[src/rtl/serial_cmp_ctrl_if.sv]
// Bundle between the serial comparator sequencer and its surroundings:
// the start/done request side plus the 2-bit comparator slice side.
// The slave modport is the sequencer; the master modport is whoever
// issues requests and hosts the comparator slice.
interface serial_cmp_ctrl_if #(
  parameter int WIDTH = 8
);
  logic             start;
  logic [WIDTH-1:0] a;
  logic [WIDTH-1:0] b;
  logic             busy;
  logic             done;
  logic             gt;
  logic             eq;
  logic             lt;
  logic             err;
  logic [1:0]       cmp_a;
  logic [1:0]       cmp_b;
  logic             cmp_eq;
  logic             cmp_gt;
  logic             cmp_lt;

  modport master (
    output start, a, b, cmp_eq, cmp_gt, cmp_lt,
    input  busy, done, gt, eq, lt, err, cmp_a, cmp_b
  );

  modport slave (
    input  start, a, b, cmp_eq, cmp_gt, cmp_lt,
    output busy, done, gt, eq, lt, err, cmp_a, cmp_b
  );
endinterface

[src/rtl/serial_cmp_ctrl.sv]
// Serial magnitude comparator sequencer.
// Walks a shared 2-bit comparator slice across two WIDTH-bit operands,
// most significant pair first, and stops at the first unequal pair.
// Optional feature macro: CMP_CHECK_EN -- when defined, the slice flags
// must be one-hot in every RUN cycle, otherwise err is raised and the
// compare terminates with gt/eq/lt all clear. When undefined, err is
// tied low and flags decode with priority gt, lt, then eq (no flag = eq).
// The interface instance must be built with the same WIDTH.
module serial_cmp_ctrl #(
  parameter int WIDTH = 8
) (
  input logic              clk,
  input logic              rst_n,
  serial_cmp_ctrl_if.slave bus
);

  localparam int P  = WIDTH / 2;
  localparam int IW = (P > 1) ? $clog2(P) : 1;

  typedef enum logic [1:0] {
    IDLE = 2'd0,
    RUN  = 2'd1,
    DONE = 2'd2
  } state_t;

  state_t           stateQ, stateD;
  logic [IW-1:0]    idxQ, idxD;
  logic [WIDTH-1:0] aQ, aD;
  logic [WIDTH-1:0] bQ, bD;
  logic             gtQ, gtD;
  logic             eqQ, eqD;
  logic             ltQ, ltD;
  logic             pairMatch;
  logic [1:0]       pairA;
  logic [1:0]       pairB;
`ifdef CMP_CHECK_EN
  logic             errQ, errD;
  logic             flagsOneHot;
`endif

  assign pairA = aQ[{idxQ, 1'b0} +: 2];
  assign pairB = bQ[{idxQ, 1'b0} +: 2];

  // A pair counts as matching on eq, or when the slice raises no flag at all
  assign pairMatch = bus.cmp_eq | ~(bus.cmp_gt | bus.cmp_lt);

`ifdef CMP_CHECK_EN
  assign flagsOneHot = $onehot({bus.cmp_eq, bus.cmp_gt, bus.cmp_lt});
`endif

  // State and datapath registers; reset aborts and discards everything
  always_ff @(posedge clk or negedge rst_n) begin
    if (!rst_n) begin
      stateQ <= IDLE;
      idxQ   <= '0;
      aQ     <= '0;
      bQ     <= '0;
      gtQ    <= 1'b0;
      eqQ    <= 1'b0;
      ltQ    <= 1'b0;
`ifdef CMP_CHECK_EN
      errQ   <= 1'b0;
`endif
    end else begin
      stateQ <= stateD;
      idxQ   <= idxD;
      aQ     <= aD;
      bQ     <= bD;
      gtQ    <= gtD;
      eqQ    <= eqD;
      ltQ    <= ltD;
`ifdef CMP_CHECK_EN
      errQ   <= errD;
`endif
    end
  end

  // Next state: accept start in IDLE, decode slice flags in RUN, drop back from DONE
  always_comb begin
    stateD = stateQ;
    idxD   = idxQ;
    aD     = aQ;
    bD     = bQ;
    gtD    = gtQ;
    eqD    = eqQ;
    ltD    = ltQ;
`ifdef CMP_CHECK_EN
    errD   = errQ;
`endif
    case (stateQ)
      IDLE: begin
        if (bus.start) begin
          stateD = RUN;
          aD     = bus.a;
          bD     = bus.b;
          idxD   = IW'(P - 1);
          gtD    = 1'b0;
          eqD    = 1'b0;
          ltD    = 1'b0;
`ifdef CMP_CHECK_EN
          errD   = 1'b0;
`endif
        end
      end
      RUN: begin
`ifdef CMP_CHECK_EN
        if (!flagsOneHot) begin
          errD   = 1'b1;
          stateD = DONE;
        end else
`endif
        if (bus.cmp_gt) begin
          gtD    = 1'b1;
          stateD = DONE;
        end else if (bus.cmp_lt) begin
          ltD    = 1'b1;
          stateD = DONE;
        end else if (pairMatch) begin
          if (idxQ == '0) begin
            eqD    = 1'b1;
            stateD = DONE;
          end else begin
            idxD = idxQ - IW'(1);
          end
        end
      end
      DONE: begin
        stateD = IDLE;
      end
      default: begin
        stateD = IDLE;
      end
    endcase
  end

  // Outputs: status from the state, slice operands only while running
  always_comb begin
    bus.busy  = (stateQ != IDLE);
    bus.done  = (stateQ == DONE);
    bus.cmp_a = (stateQ == RUN) ? pairA : 2'b00;
    bus.cmp_b = (stateQ == RUN) ? pairB : 2'b00;
    bus.gt    = gtQ;
    bus.eq    = eqQ;
    bus.lt    = ltQ;
`ifdef CMP_CHECK_EN
    bus.err   = errQ;
`else
    bus.err   = 1'b0;
`endif
  end

endmodule

[src/flat_wrapper.sv]
// flat-port wrapper written by rule: the top's interface ports become plain ports
module serial_cmp_ctrl_flat 
#(
  parameter int WIDTH = 8
)
  (clk, rst_n, bus_start, bus_a, bus_b, bus_cmp_eq, bus_cmp_gt, bus_cmp_lt, bus_busy, bus_done, bus_gt, bus_eq, bus_lt, bus_err, bus_cmp_a, bus_cmp_b);
  serial_cmp_ctrl_if #(.WIDTH(WIDTH)) bus_i ();
  input logic clk;
  input logic rst_n;
  input wire logic [$bits(bus_i.start)-1:0] bus_start;
  input wire logic [$bits(bus_i.a)-1:0] bus_a;
  input wire logic [$bits(bus_i.b)-1:0] bus_b;
  input wire logic [$bits(bus_i.cmp_eq)-1:0] bus_cmp_eq;
  input wire logic [$bits(bus_i.cmp_gt)-1:0] bus_cmp_gt;
  input wire logic [$bits(bus_i.cmp_lt)-1:0] bus_cmp_lt;
  output wire logic [$bits(bus_i.busy)-1:0] bus_busy;
  output wire logic [$bits(bus_i.done)-1:0] bus_done;
  output wire logic [$bits(bus_i.gt)-1:0] bus_gt;
  output wire logic [$bits(bus_i.eq)-1:0] bus_eq;
  output wire logic [$bits(bus_i.lt)-1:0] bus_lt;
  output wire logic [$bits(bus_i.err)-1:0] bus_err;
  output wire logic [$bits(bus_i.cmp_a)-1:0] bus_cmp_a;
  output wire logic [$bits(bus_i.cmp_b)-1:0] bus_cmp_b;
  assign bus_i.start = bus_start;
  assign bus_i.a = bus_a;
  assign bus_i.b = bus_b;
  assign bus_i.cmp_eq = bus_cmp_eq;
  assign bus_i.cmp_gt = bus_cmp_gt;
  assign bus_i.cmp_lt = bus_cmp_lt;
  assign bus_busy = bus_i.busy;
  assign bus_done = bus_i.done;
  assign bus_gt = bus_i.gt;
  assign bus_eq = bus_i.eq;
  assign bus_lt = bus_i.lt;
  assign bus_err = bus_i.err;
  assign bus_cmp_a = bus_i.cmp_a;
  assign bus_cmp_b = bus_i.cmp_b;
  serial_cmp_ctrl #(.WIDTH(WIDTH)) u_core (.clk(clk), .rst_n(rst_n), .bus(bus_i));
endmodule
[config.mk]
export PLATFORM = sky130hd
export DESIGN_NAME = serial_cmp_ctrl_flat
export DESIGN_NICKNAME = d
export VERILOG_FILES = /design/src/rtl/serial_cmp_ctrl_if.sv /design/src/rtl/serial_cmp_ctrl.sv /design/src/flat_wrapper.sv
export SDC_FILE = /design/constraint.sdc
export NUM_CORES = 1
export LEC_CHECK = 0
export ABC_AREA = 1
export CAP_MARGIN = 15
export CORE_UTILIZATION = 45
export CTS_CLUSTER_SIZE = 8
export DETAILED_ROUTE_END_ITERATION = 10
export GPL_TIMING_DRIVEN = 1
export PLACE_DENSITY = 0.79
export SLEW_MARGIN = 25
export SYNTH_ARGS = -nofsm -noshare
export SYNTH_HDL_FRONTEND = slang
export SYNTH_SLANG_ARGS = --single-unit
[constraint.sdc]
create_clock -name clk -period 2.8 [get_ports clk]
set_input_delay 0.28 -clock clk [delete_from_list [all_inputs] [get_ports clk]]
set_output_delay 0.28 -clock clk [all_outputs]
set_load 0.01 [all_outputs]
==> flow_metrics.env, run 1 <==
export IMPL_status="completed"
export IMPL_slew_viol_final=0
export IMPL_fin_crit_ps=2300
export IMPL_drt_pass1_iterations=5
export IMPL_cts_root_buf="clkbuf_4"
export IMPL_io_buffers=30
export IMPL_power_density_nw_per_um2=1020
export IMPL_yosysTopAreaCellShare_pct=50.2
export IMPL_grt_antenna_before_repair=0
export IMPL_postCtsResizedCells=0
export IMPL_synth_edf_count=0
export IMPL_synth_area_leaders="dfrtp_1, nand2_1, nor2_1, o21ai_0, o21ai_2"
export IMPL_dp_cells=199
export IMPL_cpMaxStageDelayCell="clkdlybuf4s50_1"
export IMPL_yosysSeqAreaShare_pct=50.2
export IMPL_whs_ps=303
export IMPL_clock_sinks=23
export IMPL_multi_input_area_um2=484
export IMPL_finalNonFillerCells=203
export IMPL_syn_nets=169
export IMPL_die_h_um=52.5
export IMPL_power_leakage_nw=0.735
export IMPL_grt_max_degree=24
export IMPL_yosysMostFrequentCell="nand2_1"
export IMPL_finalCritPeriodShare_pct=82.0
export IMPL_grt_pass1_wl_um=4260
export IMPL_clock_latency_ps=310
export IMPL_num_antenna_cells=0
export IMPL_hold_violations=0
export IMPL_path_clk_slew_ps=120
export IMPL_end_kind="output pin"
export IMPL_drtAntennaViolNets=0
export IMPL_synth_top_area_cell="dfrtp_1"
export IMPL_skew_ps=1.31
export IMPL_cts_buffer_depth=2
export IMPL_die_w_um=52.5
export IMPL_fin_setup_tns_ps=0
export IMPL_stdcell_area_um2=1460
export IMPL_async_flop_share_pct=100
export IMPL_grt_setup_unrepaired="false"
export IMPL_post_cts_buffers=0
export IMPL_cts_buffers=3
export IMPL_fmaxAchievable_mhz=436
export IMPL_drive_gt1_share_pct=9.14
export IMPL_crit_fanout=11
export IMPL_drt_vias_per_instance=4.97
export IMPL_wl_per_cell_um=11.4
export IMPL_dp_hpwl_um=1660
export IMPL_arrival_ps=2020
export IMPL_drv_cap=0
export IMPL_ys_flop_type="dfrtp_1"
export IMPL_first_global_vias=997
export IMPL_io_pins=32
export IMPL_num_vias=1008
export IMPL_grt_overflow_total=0
export IMPL_slowest_delay_ps=560
export IMPL_avgSynthCellArea_um2=7.86
export IMPL_fin_nets=199
export IMPL_die_area_um2=2760
export IMPL_rows=17
export IMPL_drc_errors=0
export IMPL_place_gp_congestion=0.731
export IMPL_grt_usage_pct=21.0
export IMPL_ys_top_cells_by_count="nand2_1, dfrtp_1, nor2_1"
export IMPL_netlist_instances=146
export IMPL_required_ps=2520
export IMPL_path_cells="inv_1 > o21ai_0 > a21oi_1 > clkdlybuf4s50_1"
export IMPL_routed_wl_um=2320
export IMPL_syn2layout_area_growth_pct=27.2
export IMPL_cts_tree="done"
export IMPL_yosysWarnings=0
export IMPL_netlist_area_um2=1150
export IMPL_start_kind="register"
export IMPL_crit_type="reg2out"
export IMPL_synth_seq_cells=23
export IMPL_finalSetupViolCount=0
export IMPL_worstHoldPathType="in2async"
export IMPL_synth_distinct_cells=19
export IMPL_utilization_pct=63.5
export IMPL_cts_max_level=1
export IMPL_core_area_um2=2300
export IMPL_ir_worst_vdd_uv=515
export IMPL_cts_hold_buf=0
export IMPL_seqCellArea_um2=576
export IMPL_nFillCells=204
export IMPL_initial_core_util_pct=49.9
export IMPL_place_area_um2=1430
export IMPL_first_iter_violations=22
## cell usage in the layout, fill, tap and decap left out
| master | instances |
|---|---|
| a21oi_1 | 5 |
| buf_4 | 1 |
| clkbuf_1 | 1 |
| clkbuf_4 | 3 |
| clkdlybuf4s50_1 | 30 |
| conb_1 | 1 |
| dfrtp_1 | 23 |
| ha_1 | 1 |
| inv_1 | 6 |
| inv_2 | 2 |
| nand2_1 | 59 |
| nand2_2 | 3 |
| nand2_4 | 2 |
| nand3_1 | 3 |
| nor2_1 | 21 |
| nor2_2 | 2 |
| o21ai_0 | 8 |
| o21ai_2 | 3 |
| o31ai_1 | 1 |
## cell families (layout without fill, tap and decap cells)
| group | count (synthesis) | after routing | share of synthesized area, % |
|---|---|---|---|
| simple gates | 90 | 90 | 32.2 |
| flops | 23 | 23 | 50.2 |
| compound gates | 17 | 17 | 8.62 |
| buf+inv | 14 | 43 | 7.63 |
| fa+ha+maj | 1 | 1 | 1.09 |
| other cells | 1 | 1 | 0.327 |
## registers in the layout, summed over array words and instances (netlist names)
name / cells
u_core.aQ: 8
u_core.bQ: 8
u_core.idxQ: 2
u_core.stateQ: 2
u_core.bus.eq: 1
u_core.bus.gt: 1
u_core.bus.lt: 1
## worst max-delay path, delay by kind of cell, from the launching register on
family                 cells  cell delay [ps]
buffers and inverters      2              870
DFF                        1              500
AOI/OAI and AO/OA          2              330
## cell type report
class | instances | area share, %
repair buffers | 31 | 21.1
well taps | 28 | 2.40
multi-input cells | 109 | 33.2
flip-flops and latches | 23 | 39.5
clock buffers | 4 | 1.80
inverters | 8 | 2.06
## stage by stage
step	worst slack, ps	power, mW
6_report	505	1.49
5_1_grt	397	1.62
4_1_cts	507	1.49
3_5_place_dp	892	1.33
3_3_place_gp	955	1.31
2_1_floorplan	1480	1.12
## routing by layer
layer / vias to the layer above / GRT usage, % / part of all wire, %
li1: 503 / - / -
met1: 469 / 26.3 / 47
met2: 33 / 36.5 / 48
met3: 3 / 2.61 / 4.0
met4: 0 / 7.89 / 1.3
met5: - / 0 / 0
## report_power, final
group | leakage, nW | internal (mW) | switching (mW) | total, mW
sequential | 0.285 | 0.490 | 0.126 | 0.616
combinational | 0.436 | 0.311 | 0.404 | 0.715
clock | 0.0150 | 0.0558 | 0.0996 | 0.155
total | 0.735 | 0.857 | 0.630 | 1.49
## worst paths after layout
kind                                             from                    endpoint  slack, ps  depth (start not counted)
hold reg to reg             u_core.bus.gt$_DFFE_PN0P_   u_core.bus.gt$_DFFE_PN0P_        490                          2
setup / recovery           u_core.idxQ[0]$_DFFE_PN0P_                bus_cmp_b[0]        500                          4
max in group asynchronous                       rst_n    u_core.bQ[3]$_DFFE_PN0P_       2270                          2
hold / removal                                  rst_n   u_core.bus.gt$_DFFE_PN0P_        300                          2
min in group clk                             bus_a[1]    u_core.aQ[1]$_DFFE_PN0P_        480                          3
setup reg to reg           u_core.idxQ[0]$_DFFE_PN0P_  u_core.idxQ[0]$_DFFE_PN0P_       1230                          7
Power figures use the tool's default switching activity.
==> inputs of run 2 (changes only) <==
--- a/config.mk
+++ b/config.mk
@@ -7,11 +7,11 @@
 export LEC_CHECK = 0
 export ABC_AREA = 1
 export CAP_MARGIN = 15
-export CORE_UTILIZATION = 45
+export CORE_UTILIZATION = 42
 export CTS_CLUSTER_SIZE = 8
 export DETAILED_ROUTE_END_ITERATION = 10
 export GPL_TIMING_DRIVEN = 1
-export PLACE_DENSITY = 0.79
+export PLACE_DENSITY = 0.77
 export SLEW_MARGIN = 25
 export SYNTH_ARGS = -nofsm -noshare
 export SYNTH_HDL_FRONTEND = slang
==> constraint.sdc (replaced) <==
create_clock -name clk -period 1.9 [get_ports clk]
set_input_delay 0.19 -clock clk [delete_from_list [all_inputs] [get_ports clk]]
set_output_delay 0.19 -clock clk [all_outputs]
set_load 0.01 [all_outputs]
==> run 2 against run 1 <==
  * Highest routed layer unchanged
  * Via count is 0.69% lower
  * Largest power group unchanged
  * Sequential power is 44% higher
  * Clock power is 51% higher
  * Combinational power is 54% higher
  * Final cell count is 2.5% higher
  * First-iteration DRC count is 9.1% lower
  * Count of clock-buffer cells in the layout is 1 lower
  * Non-clock buffer count is 3 higher
  * Setup slack worse by 380 ps
  * Die area is 6.9% higher
  * Register-to-register slack worse by 630 ps
==> flow_metrics.env, run 2 (synthesis gave the netlist of run 1 again) <==
export IMPL_status="completed"
export IMPL_grt_setup_unrepaired="false"
export IMPL_fin_nets=202
export IMPL_start_kind="register"
export IMPL_grt_usage_pct=17.4
export IMPL_arrival_ps=1590
export IMPL_nFillCells=242
export IMPL_drt_vias_per_instance=4.81
export IMPL_place_gp_congestion=0.856
export IMPL_reg2reg_setup_slack_ps=600
export IMPL_routed_wl_um=2350
export IMPL_dp_cells=203
export IMPL_grt_antenna_before_repair=0
export IMPL_cts_max_level=1
export IMPL_drtAntennaViolNets=0
export IMPL_grt_pass1_wl_um=3620
export IMPL_crit_type="reg2out"
export IMPL_die_area_um2=2940
export IMPL_dp_hpwl_um=1760
export IMPL_path_cells="buf_4 > nor2_1 > nor2_1 > o21ai_0 > a21oi_1 > dlygate4sd2_1"
export IMPL_fin_crit_ps=1780
export IMPL_fin_setup_tns_ps=0
export IMPL_cpMostUsedCell="nor2_1"
export IMPL_clock_latency_ps=320
export IMPL_p_int_mw=1.27
export IMPL_timing_rr_end="u_core.bQ[4]$_DFFE_PN0P_"
export IMPL_p_sw_mw=0.948
export IMPL_fmaxAchievable_mhz=562
export IMPL_num_antenna_cells=0
export IMPL_num_vias=1001
export IMPL_io_pins=32
export IMPL_syn2layout_area_growth_pct=29.2
export IMPL_finalCritPeriodShare_pct=93.6
export IMPL_r2r_cells=5
export IMPL_first_iter_violations=20
export IMPL_power_share_sequential_pct=39.9
export IMPL_drc_errors=0
export IMPL_r2r_start="u_core.stateQ[0]$_DFFE_PN0P_"
export IMPL_ir_worst_vdd_uv=875
export IMPL_cts_buffers=3
export IMPL_end_kind="output pin"
export IMPL_hold_violations=0
export IMPL_top_regs="u_core.aQ (8), u_core.bQ (8)"
export IMPL_cts_tree="done"
export IMPL_power_leakage_nw=0.764
export IMPL_required_ps=1710
export IMPL_power_frac_clock_pct=10.5
export IMPL_drt_pass1_iterations=4
export IMPL_wl_per_cell_um=11.3
export IMPL_skew_ps=9.29
export IMPL_slowest_delay_ps=390
export IMPL_path_clk_slew_ps=130
export IMPL_grt_max_degree=24
export IMPL_switching_share_pct=42.7
export IMPL_drv_cap=0
export IMPL_grt_overflow_total=0
export IMPL_final_common_cell="nand2_1"
export IMPL_cpMaxStageDelayCell="dfrtp_1"
export IMPL_cts_root_buf="clkbuf_4"
export IMPL_final_cell_mix="nand2_1, clkdlybuf4s50_1, dfrtp_1"
export IMPL_finalPower_mw=2.22
export IMPL_rows=18
export IMPL_first_global_vias=806
export IMPL_clock_sinks=23
export IMPL_die_w_um=54.3
export IMPL_cts_buffer_depth=2
export IMPL_initial_core_util_pct=45.5
export IMPL_slew_viol_final=0
export IMPL_worstHoldPathType="in2async"
export IMPL_crit_fanout=8
export IMPL_io_buffers=30
export IMPL_power_frac_comb_pct=49.6
export IMPL_drive_gt1_share_pct=11.8
export IMPL_power_density_nw_per_um2=1500
export IMPL_finalSetupViolCount=0
export IMPL_core_area_um2=2520
export IMPL_die_h_um=54.3
export IMPL_finalNonFillerCells=208
run 2: changes by cell type in the layout (fill, tap and decap cells not counted):
cell	before	now
inv_2	2	3
buf_4	1	4
dlygate4sd2_1	0	4
inv_1	6	5
clkbuf_1	1	0
clkinvlp_4	0	1
clkdlybuf4s50_1	30	26
run 2: what timing repair did:
item                                    4_1_cts  5_1_grt
endpoints found under the setup margin        4        0
setup buffers                                 1        0
resized for setup                             5        0
hold buffers                                  0        0
run 2: worst max path at each step:
stage | depth (start not counted) | to | start
floorplan | 9 | u_core.idxQ[0]$_DFFE_PN0P_ | u_core.idxQ[0]$_DFFE_PN0P_
global placement | 4 | bus_cmp_b[1] | u_core.idxQ[0]$_DFFE_PN0P_
detailed placement | 4 | bus_cmp_b[0] | u_core.idxQ[0]$_DFFE_PN0P_
CTS | 6 | bus_cmp_b[0] | u_core.idxQ[0]$_DFFE_PN0P_
global route | 6 | bus_cmp_b[0] | u_core.idxQ[0]$_DFFE_PN0P_
finish | 6 | bus_cmp_b[1] | u_core.idxQ[0]$_DFFE_PN0P_
run 2: critical path, delay by kind of cell, from the launching register on:
family          cells  cell delay [ps]
simple gates        2              170
compound gates      2              280
buf+inv             2              450
flops               1              390
run 2: layout make-up:
type / count / area (um2) / area share, %
sequential: 23 / 576 / 38.8
multi-input combinational: 109 / 484 / 32.7
clock inverter: 1 / 7.51 / 0.506
timing repair buffer: 34 / 325 / 21.9
inverter: 8 / 30.0 / 2.03
tap: 30 / 37.5 / 2.53
clock buffer: 3 / 22.5 / 1.52
run 2: stage by stage:
| step | util, % | setup WS (ps) | hold slack (ps) | instance area [um2] |
|---|---|---|---|---|
| final | 58.8 | 122 | 193 | 1480 |
| after global routing | 58.8 | 28.7 | 231 | 1480 |
| after CTS | 58.8 | 166 | 198 | 1480 |
| after detailed placement | 57.5 | 233 | 468 | 1450 |
| after global placement | 57.5 | 267 | 460 | 1450 |
| after floorplan | - | 580 | -106 | 1150 |
run 2: power by group through the flow:
stage | clock network, mW | registers, mW | logic, mW
floorplan | 0 | 0.857 | 0.790
detailed placement | 0 | 0.890 | 1.11
finish | 0.234 | 0.886 | 1.10
CTS | 0.242 | 0.883 | 1.10
global placement | 0 | 0.883 | 1.09
global route | 0.258 | 0.909 | 1.24
run 2: per-layer routing:
| metal | share of wire, % | up-vias | track usage, % |
|---|---|---|---|
| li1 | - | 514 | - |
| met1 | 45 | 459 | 23.3 |
| met2 | 49 | 26 | 27.6 |
| met3 | 5.3 | 2 | 5.83 |
| met4 | 0.34 | 0 | 2.56 |
| met5 | 0 | - | 0 |
==> inputs of run 3 (changes only) <==
==> constraint.sdc (replaced) <==
create_clock -name clk -period 1.5 [get_ports clk]
set_input_delay 0.15 -clock clk [delete_from_list [all_inputs] [get_ports clk]]
set_output_delay 0.15 -clock clk [all_outputs]
set_load 0.01 [all_outputs]
==> run 3 against run 2 <==
  * Via count fell by 0.90%
  * The flow now finishes with violations (negative setup slack)
  * Count of clock-buffer cells in the layout unchanged
  * Power increased by 30%
  * Final cell count rose by 1.4%
  * Register-to-register slack got worse by 470 ps
  * Routed wire length rose by 0.81%
  * Global-route usage increased by 2.0 points
  * Critical endpoint is now bus_cmp_a[0]
  * Worst hold slack got worse by 14 ps
  * Clock power rose by 18%
  * First-iteration DRC count increased by 10%
  * Die area is the same
==> flow_metrics.env, run 3 (synthesis gave the netlist of run 1 again) <==
export IMPL_status="finished, violations left"
export IMPL_violations="negative setup slack"
export IMPL_slew_viol_final=0
export IMPL_routed_wl_um=2370
export IMPL_end_kind="output pin"
export IMPL_io_buffers=30
export IMPL_final_cell_mix="nand2_1, clkdlybuf4s50_1, dfrtp_1"
export IMPL_crit_start="u_core.idxQ[0]$_DFFE_PN0P_"
export IMPL_drc_errors=0
export IMPL_drt_vias_per_instance=4.70
export IMPL_initial_core_util_pct=45.5
export IMPL_grt_antenna_before_repair=0
export IMPL_cts_hold_buf=0
export IMPL_grt_overflow_total=0
export IMPL_reg2reg_setup_slack_ps=130
export IMPL_cpMaxStageDelayCell="dfrtp_2"
export IMPL_io_pins=32
export IMPL_rows=18
export IMPL_r2r_cells=8
export IMPL_drv_cap=0
export IMPL_path_depth=6
export IMPL_first_global_vias=914
export IMPL_syn2layout_area_growth_pct=31.2
export IMPL_top_regs="u_core.aQ (8), u_core.bQ (8)"
export IMPL_required_ps=1350
export IMPL_utilization_pct=59.7
export IMPL_skew_ps=1.12
export IMPL_finalSetupViolCount=1
export IMPL_cts_max_level=1
export IMPL_fin_nets=205
export IMPL_crit_type="reg2out"
export IMPL_worst_slack_ps=-6.66
export IMPL_nFillCells=232
export IMPL_num_vias=992
export IMPL_grt_usage_pct=19.4
export IMPL_drive_gt1_share_pct=18.2
export IMPL_grt_max_degree=24
export IMPL_wl_per_cell_um=11.2
export IMPL_worstHoldPathType="in2async"
export IMPL_hold_violations=0
export IMPL_path_cells="buf_6 > nor2_2 > nor2_1 > o21ai_1 > a21oi_1 > buf_2"
export IMPL_crit_buf_inv=2
export IMPL_fin_setup_tns_ps=-6.66
export IMPL_clock_sinks=23
export IMPL_die_area_um2=2940
export IMPL_power_leakage_nw=0.778
export IMPL_ir_worst_vdd_uv=1130
export IMPL_path_clk_slew_ps=120
export IMPL_cp_top_family="flip-flops"
export IMPL_place_gp_congestion=0.814
export IMPL_first_iter_violations=22
export IMPL_core_area_um2=2520
export IMPL_fin_crit_ps=1510
export IMPL_slowest_delay_ps=440
export IMPL_num_antenna_cells=0
export IMPL_die_w_um=54.3
export IMPL_final_common_cell="nand2_1"
export IMPL_die_h_um=54.3
export IMPL_arrival_ps=1360
export IMPL_crit_fanout=5
export IMPL_grt_pass1_wl_um=4040
export IMPL_cts_tree="done"
export IMPL_power_density_nw_per_um2=1920
export IMPL_critPathCapture="bus_cmp_a[0]"
export IMPL_fmaxAchievable_mhz=664
export IMPL_r2r_start="u_core.idxQ[1]$_DFFE_PN0P_"
export IMPL_cts_buffers=3
export IMPL_clock_latency_ps=300
export IMPL_dp_hpwl_um=1780
export IMPL_timing_rr_end="u_core.idxQ[0]$_DFFE_PN0P_"
export IMPL_start_kind="register"
export IMPL_finalCritPeriodShare_pct=100
export IMPL_cts_buffer_depth=2
export IMPL_drt_pass1_iterations=4
export IMPL_drtAntennaViolNets=0
export IMPL_grt_setup_unrepaired="true"
export IMPL_cts_root_buf="clkbuf_4"
-- run 3: layer usage --
layer  share of wire, %  global-route usage (%)
met1                 44                    24.9
met3                5.6                    5.83
met5                  0                       0
met2                 50                    32.9
met4               0.42                    2.56
-- run 3: timing repair --
item / 4_1_cts / 5_1_grt
gates resized for setup: 26 / 9
pin swaps: 4 / 2
setup buffers: 1 / 0
setup endpoints to repair: 6 / 6
-- run 3: layout make-up --
| cell class | instances | area (um2) | area share [%] |
|---|---|---|---|
| clock buffer | 3 | 22.5 | 1.50 |
| clock inverter | 1 | 5.00 | 0.333 |
| inverter | 8 | 32.5 | 2.16 |
| multi-input combinational | 109 | 492 | 32.7 |
| sequential | 23 | 578 | 38.4 |
| tap | 30 | 37.5 | 2.49 |
| timing repair buffer | 37 | 338 | 22.4 |
-- run 3: through the flow --
stage               cells  total power, mW  worst slack [ps]  hold WS (ps)  area, um2
finish                211             2.89             -6.66           178       1510
global route          211             3.18              -114           180       1510
CTS                   211             2.86             -27.9           179       1490
detailed placement    206             2.58             -66.9           461       1470
global placement      206             2.54             -83.8           459       1470
floorplan             146             2.09               180          -146       1150
-- run 3: worst min-delay path by stage --
stage,to
5_1_grt,u_core.bQ[4]$_DFFE_PN0P_
6_report,u_core.bQ[1]$_DFFE_PN0P_
4_1_cts,u_core.bQ[1]$_DFFE_PN0P_
3_5_place_dp,u_core.aQ[2]$_DFFE_PN0P_
3_3_place_gp,u_core.bus.eq$_DFFE_PN0P_
2_1_floorplan,u_core.aQ[0]$_DFFE_PN0P_
-- run 3: power breakdown --
group / internal [mW] / switching, mW / leakage, nW
Combinational: 0.652 / 0.816 / 0.478
Clock: 0.0995 / 0.176 / 0.0177
Sequential: 0.921 / 0.222 / 0.282
-- run 3: worst register-to-register path, delay by kind of cell (launching register included) --
kind	cells	cell delay, ps
compound gates	2	120
fa+ha+maj	1	180
buf+inv	2	280
flops	1	420
simple gates	3	320
